## src/rtl/frame_stat_capture.sv

```systemverilog
// Frame statistics capture: requests a frame from the upstream buffer and
// accumulates min/max/sum/count of its samples, then offers the result.
module frame_stat_capture #(
    parameter int DATA_WIDTH = 12,
    parameter int SUM_WIDTH  = 32,
    parameter int TIMEOUT    = 1048576
) (
    input  logic                  rd_clk,
    input  logic                  rst_n,
    input  logic                  start,
    input  logic [31:0]           expected_num,
    output logic                  request,
    input  logic [DATA_WIDTH-1:0] in_data,
    input  logic                  in_valid,
    input  logic                  in_last,
    output logic                  busy,
    output logic [DATA_WIDTH-1:0] res_min,
    output logic [DATA_WIDTH-1:0] res_max,
    output logic [SUM_WIDTH-1:0]  res_sum,
    output logic [31:0]           res_count,
    output logic                  err_len,
    output logic                  err_timeout,
    output logic                  res_valid,
    input  logic                  res_ready
);

    // Counter must be able to hold TIMEOUT itself after the final increment.
    localparam int TW = $clog2(TIMEOUT + 1);

    typedef enum logic [1:0] {
        IDLE = 2'd0,
        REQ  = 2'd1,
        ACC  = 2'd2,
        DONE = 2'd3
    } state_t;

    state_t state;
    state_t state_nxt;

    logic [TW-1:0]         tmo_cnt;
    logic                  in_frame;
    logic                  take;
    logic                  tmo_hit;
    logic [DATA_WIDTH-1:0] min_nxt;
    logic [DATA_WIDTH-1:0] max_nxt;
    logic [SUM_WIDTH-1:0]  sum_nxt;
    logic [31:0]           count_nxt;

    // Samples are only meaningful while a frame is being captured.
    assign in_frame = (state == REQ) || (state == ACC);
    assign take     = in_frame && in_valid;

    // Timeout fires on the TIMEOUT-th consecutive idle cycle; a frame end
    // arriving in that same cycle wins and is not reported as a timeout.
    assign tmo_hit = in_frame && !in_valid && !in_last
                     && (tmo_cnt == TW'(TIMEOUT - 1));

    // State register.
    always_ff @(posedge rd_clk) begin
        if (!rst_n) begin
            state <= IDLE;
        end else begin
            state <= state_nxt;
        end
    end

    // Next-state decode.
    always_comb begin
        state_nxt = state;
        unique case (state)
            IDLE: begin
                if (start) begin
                    state_nxt = REQ;
                end
            end
            REQ: begin
                if (in_last) begin
                    state_nxt = DONE;
                end else if (in_valid) begin
                    state_nxt = ACC;
                end else if (tmo_hit) begin
                    state_nxt = DONE;
                end
            end
            ACC: begin
                if (in_last || tmo_hit) begin
                    state_nxt = DONE;
                end
            end
            DONE: begin
                if (res_ready) begin
                    state_nxt = IDLE;
                end
            end
            default: state_nxt = IDLE;
        endcase
    end

    // State-decoded outputs; all come straight from the state register.
    always_comb begin
        request   = (state == REQ);
        busy      = (state != IDLE);
        res_valid = (state == DONE);
    end

    // Statistics after folding in the current sample, if any.
    always_comb begin
        min_nxt   = res_min;
        max_nxt   = res_max;
        sum_nxt   = res_sum;
        count_nxt = res_count;
        if (take) begin
            if (state == REQ) begin
                min_nxt = in_data;
                max_nxt = in_data;
            end else begin
                if (in_data < res_min) begin
                    min_nxt = in_data;
                end
                if (in_data > res_max) begin
                    max_nxt = in_data;
                end
            end
            sum_nxt   = res_sum + SUM_WIDTH'(in_data);
            count_nxt = res_count + 32'd1;
        end
    end

    // Result, error and timeout registers; held through DONE and IDLE.
    always_ff @(posedge rd_clk) begin
        if (!rst_n) begin
            res_min     <= '0;
            res_max     <= '0;
            res_sum     <= '0;
            res_count   <= '0;
            err_len     <= 1'b0;
            err_timeout <= 1'b0;
            tmo_cnt     <= '0;
        end else begin
            unique case (state)
                IDLE: begin
                    if (start) begin
                        res_min     <= '0;
                        res_max     <= '0;
                        res_sum     <= '0;
                        res_count   <= '0;
                        err_len     <= 1'b0;
                        err_timeout <= 1'b0;
                        tmo_cnt     <= '0;
                    end
                end
                REQ, ACC: begin
                    res_min   <= min_nxt;
                    res_max   <= max_nxt;
                    res_sum   <= sum_nxt;
                    res_count <= count_nxt;
                    if (take) begin
                        tmo_cnt <= '0;
                    end else begin
                        tmo_cnt <= tmo_cnt + TW'(1);
                    end
                    if (state_nxt == DONE) begin
                        err_len     <= (count_nxt != expected_num);
                        err_timeout <= tmo_hit;
                    end
                end
                DONE: begin
                end
                default: begin
                end
            endcase
        end
    end

endmodule

```

## config.mk

```make
export PLATFORM = sky130hd
export DESIGN_NAME = frame_stat_capture
export DESIGN_NICKNAME = d
export VERILOG_FILES = /design/src/rtl/frame_stat_capture.sv
export SDC_FILE = /design/constraint.sdc
export NUM_CORES = 1
export LEC_CHECK = 0
export BUFFER_PORTS_ARGS = -buffer_cell sky130_fd_sc_hd__buf_2
export CORE_MARGIN = 1.5
export CORE_UTILIZATION = 57
export CTS_CLUSTER_DIAMETER = 40
export DETAILED_ROUTE_END_ITERATION = 7
export PLACE_DENSITY = 0.93
export SYNTH_ARGS = -nofsm -noshare
export SYNTH_HDL_FRONTEND = slang
export SYNTH_SLANG_ARGS = --single-unit
export TNS_END_PERCENT = 1
```

## constraint.sdc

```tcl
create_clock -name rd_clk -period 3.8 [get_ports rd_clk]
set_input_delay 0.38 -clock rd_clk [delete_from_list [all_inputs] [get_ports rd_clk]]
set_output_delay 0.38 -clock rd_clk [all_outputs]
set_load 0.02 [all_outputs]
```

==> flow_metrics.py <==
metrics = {
    "power_and_ir_drop": {
        "leakagePower_uw": 0.00376,
        "ir_worst_vdd_v": 0.000321,
        "pwr-share-clk": 0.404,
        "pwr-share-comb": 0.282,
        "power.density_nw_per_um2": 465,
        "power_switching_uw": 1370,
        "p_sw_frac": 0.331,
        "seqPwrFrac": 0.315,
        "p_int_uw": 2770,
        "power_uw": 4150,
    },
    "floorplan": {
        "die_area_um2": 13800,
        "die_w_um": 117,
        "start_util": 0.587,
        "ios": 143,
        "num_rows": 41,
        "core_area_um2": 12700,
        "fp.dieH_um": 117,
    },
    "yosys": {
        "yosys_register_bits": 113,
        "synth-async-reset-ratio": 0,
        "synth_nets": 1003,
        "synthFlopType": "dfxtp_1",
        "synth.distinct_cells": 79,
        "synth_edf_count": 0,
        "yosysSeqAreaShare": 0.303,
        "synth.avg_cell_area_um2": 8.20,
        "syn_area_um2": 7470,
        "netlist_instances": 911,
        "synth.yosys.warnings": 0,
    },
    "clocking": {
        "clk_latency_ns": 0.42,
        "htree_levels": 4,
        "post_cts_buffers": 0,
        "clk_pin_slew_ns": 0.06,
        "postCtsHoldBufs": 0,
        "ctsResizeCount": 0,
        "cts_tree": "done",
        "clockBufferDepth": 2,
        "cts_buffers": 17,
        "cts_root_buf": "clkbuf_16",
        "numClockSinks": 113,
    },
    "setup_path": {
        "cp_top_family": "simple AND/OR/NAND/NOR gates",
        "cpPeakStageDelay_ns": 0.57,
        "cp_cell_sequence": "inv_1 -> ha_1 -> buf_4 -> inv_1 -> a21boi_1 -> nand4_1 -> nor3_1 -> nand3_1 -> xor2_1 -> nor2_1",
        "cp.required_ns": 4.07,
        "worstPathMaxFanout": 24,
        "cpMostUsedCell": "inv_1",
        "crit_buf_inv": 3,
        "cp-start-kind": "flop",
        "crit_slowest_cell": "nor3_1",
        "crit_arrival_ns": 3.35,
        "end_kind": "flop",
        "crit_type": "flop to flop",
    },
    "global_route": {
        "antenna_found_initial": 0,
        "grt_usage": 0.300,
        "grt_pass1_vias": 7019,
        "grt_pass1_wl_um": 34100,
        "grt-ovfl-total": 0,
        "grt_max_degree": 51,
    },
    "placement": {
        "gp_congestion": 0.914,
        "dp_hpwl_um": 14500,
        "place_area_um2": 8300,
        "portBuffers": 142,
    },
    "routing": {
        "drt-vias-per-instance": 6.04,
        "wl_per_cell_um": 16.9,
        "vias": 7403,
        "wirelength_um": 20700,
        "antenna_left": 0,
        "drtIter0Drc": 672,
        "drc": 0,
        "dr.pass1.iters": 5,
    },
    "cells_and_area": {
        "utilization": 0.701,
        "fin_nets": 1134,
        "drive_gt1_frac": 0.199,
        "final_cell_area_um2": 8920,
        "area_growth_pct": 19.4,
        "diodes": 0,
    },
    "sta": {
        "fin_hold_ws_ns": 0.306,
        "final-hold-violation-count": 0,
        "fin_crit_ns": 3.08,
        "fmax_mhz": 325,
        "setup_tns_ns": 0,
        "rsz0062_at_grt": "no",
        "worst_pin_slew_ns": 1.10,
        "relSlewSlack": 0.264,
        "min_period_over_period": 0.810,
        "finalSetupViolCount": 0,
        "skew_ns": 0.00727,
        "slew_violations": 0,
    },
    "status": {
        "status": "completed",
    },
    "hold_path": {
        "worstHoldPathType": "input port to flop",
    },
    "run": {
        "maxCapViolCount": 0,
    },
}
kinds of logic (layout without fill, tap and decap cells):
| family | after synthesis | count (layout) | synth area share |
|---|---|---|---|
| adder cells (fa/ha/maj) | 42 | 42 | 0.0713 |
| multiplexers | 33 | 33 | 0.0449 |
| AO/OA/AOI/OAI | 202 | 202 | 0.186 |
| AND/OR/NAND/NOR | 363 | 363 | 0.258 |
| flip-flops | 113 | 113 | 0.303 |
| XOR/XNOR | 78 | 78 | 0.0924 |
| buffers and inverters | 80 | 223 | 0.0440 |
registers in the layout (all words and copies together), names as in the netlist:
register / cells
res_count: 32
tmo_cnt: 21
res_min: 12
res_sum: 32
err_timeout: 1
res_max: 12
state: 2
err_len: 1
power by group through the flow:
| stage | sequential [uW] | combinational [uW] | clock, uW |
|---|---|---|---|
| after floorplan | 1380 | 760 | 0 |
| after global placement | 1320 | 1110 | 0 |
| after detailed placement | 1330 | 1130 | 0 |
| after CTS | 1300 | 1150 | 1690 |
| after global routing | 1310 | 1280 | 1750 |
| final | 1310 | 1170 | 1670 |
area by class of cell:
cell class                      instances  area (um2)
Multi-Input combinational cell        718        4880
Sequential cell                       113        2260
Timing Repair Buffer                  153         793
Clock buffer                           23         498
Inverter                               39         146
Clock inverter                          8         126
Fill cell                             985        3800
Tap cell                              172         215
worst reg2reg max path, delay by kind of cell, from the launching register on:
kind | cells | cell delay [ns]
AO/OA/AOI/OAI | 1 | 0.36
XOR/XNOR | 1 | 0.18
adder cells (fa/ha/maj) | 1 | 0.38
buffers and inverters | 3 | 0.54
flip-flops | 1 | 0.40
AND/OR/NAND/NOR | 4 | 1.08
Yosys cell counts (all sizes together) (4+ instances only):
library cell / instances / area share
dfxtp: 113 / 0.30
nand2: 105 / 0.053
a21oi: 52 / 0.035
nand3: 48 / 0.032
nor2: 47 / 0.024
xnor2: 43 / 0.051
o21ai: 42 / 0.028
ha: 41 / 0.069
inv: 39 / 0.020
xor2: 35 / 0.041
mux2i: 32 / 0.043
nand4: 30 / 0.029
clkbuf: 26 / 0.013
nor3: 24 / 0.017
nor2b: 22 / 0.018
a21o: 16 / 0.017
buf: 15 / 0.011
nor4: 15 / 0.015
and2: 14 / 0.012
o21a: 14 / 0.014
a21boi: 11 / 0.011
a211oi: 10 / 0.010
and4: 10 / 0.012
a22o: 9 / 0.011
and3: 9 / 0.0075
nand2b: 9 / 0.0075
or3: 8 / 0.0067
a2111o: 6 / 0.0090
a2111oi: 6 / 0.0090
a31oi: 6 / 0.0050
or2: 5 / 0.0042
o211a: 4 / 0.0054
metal layers:
layer	vias to the layer above	global-route usage	wire [um]
li1	3554	-	-
met1	3475	0.374	8870
met2	321	0.496	9780
met3	53	0.0693	1430
met4	0	0.130	615
met5	-	0	0
layout by cell type (no fill, tap or decap), types with 10 or more instances in the layout:
master,instances
nor3_1,23
a21oi_1,52
inv_1,38
nor2_1,47
nor2b_1,22
buf_2,142
buf_4,11
a21o_1,15
ha_1,41
nand4_1,27
o21ai_0,35
o21a_1,14
xnor2_1,42
nand2_1,104
nand3_1,48
xor2_1,35
dfxtp_1,113
nor4_1,13
a211oi_1,10
mux2i_1,31
and2_1,14
clkbuf_16,17
stage by stage:
step	cells	worst slack [ns]
6_report	1226	0.723
5_1_grt	1226	0.422
4_1_cts	1226	0.796
3_5_place_dp	1195	0.812
3_3_place_gp	1195	0.902
2_1_floorplan	911	1.08
final timing paths:
check,startpoint,end,slack [ns],cells after the start
worst max register to register,state[1]$_SDFF_PN0_,tmo_cnt[19]$_SDFFE_PN0P_,0.72,10
worst min-delay path,in_data[0],res_max[0]$_SDFFE_PN0P_,0.31,3
worst min register to register,res_min[8]$_SDFFE_PN0P_,res_min[8]$_SDFFE_PN0P_,0.47,2
worst max-delay path,state[1]$_SDFF_PN0_,tmo_cnt[19]$_SDFFE_PN0P_,0.72,10
No activity file was read; power rests on OpenSTA's default activity.
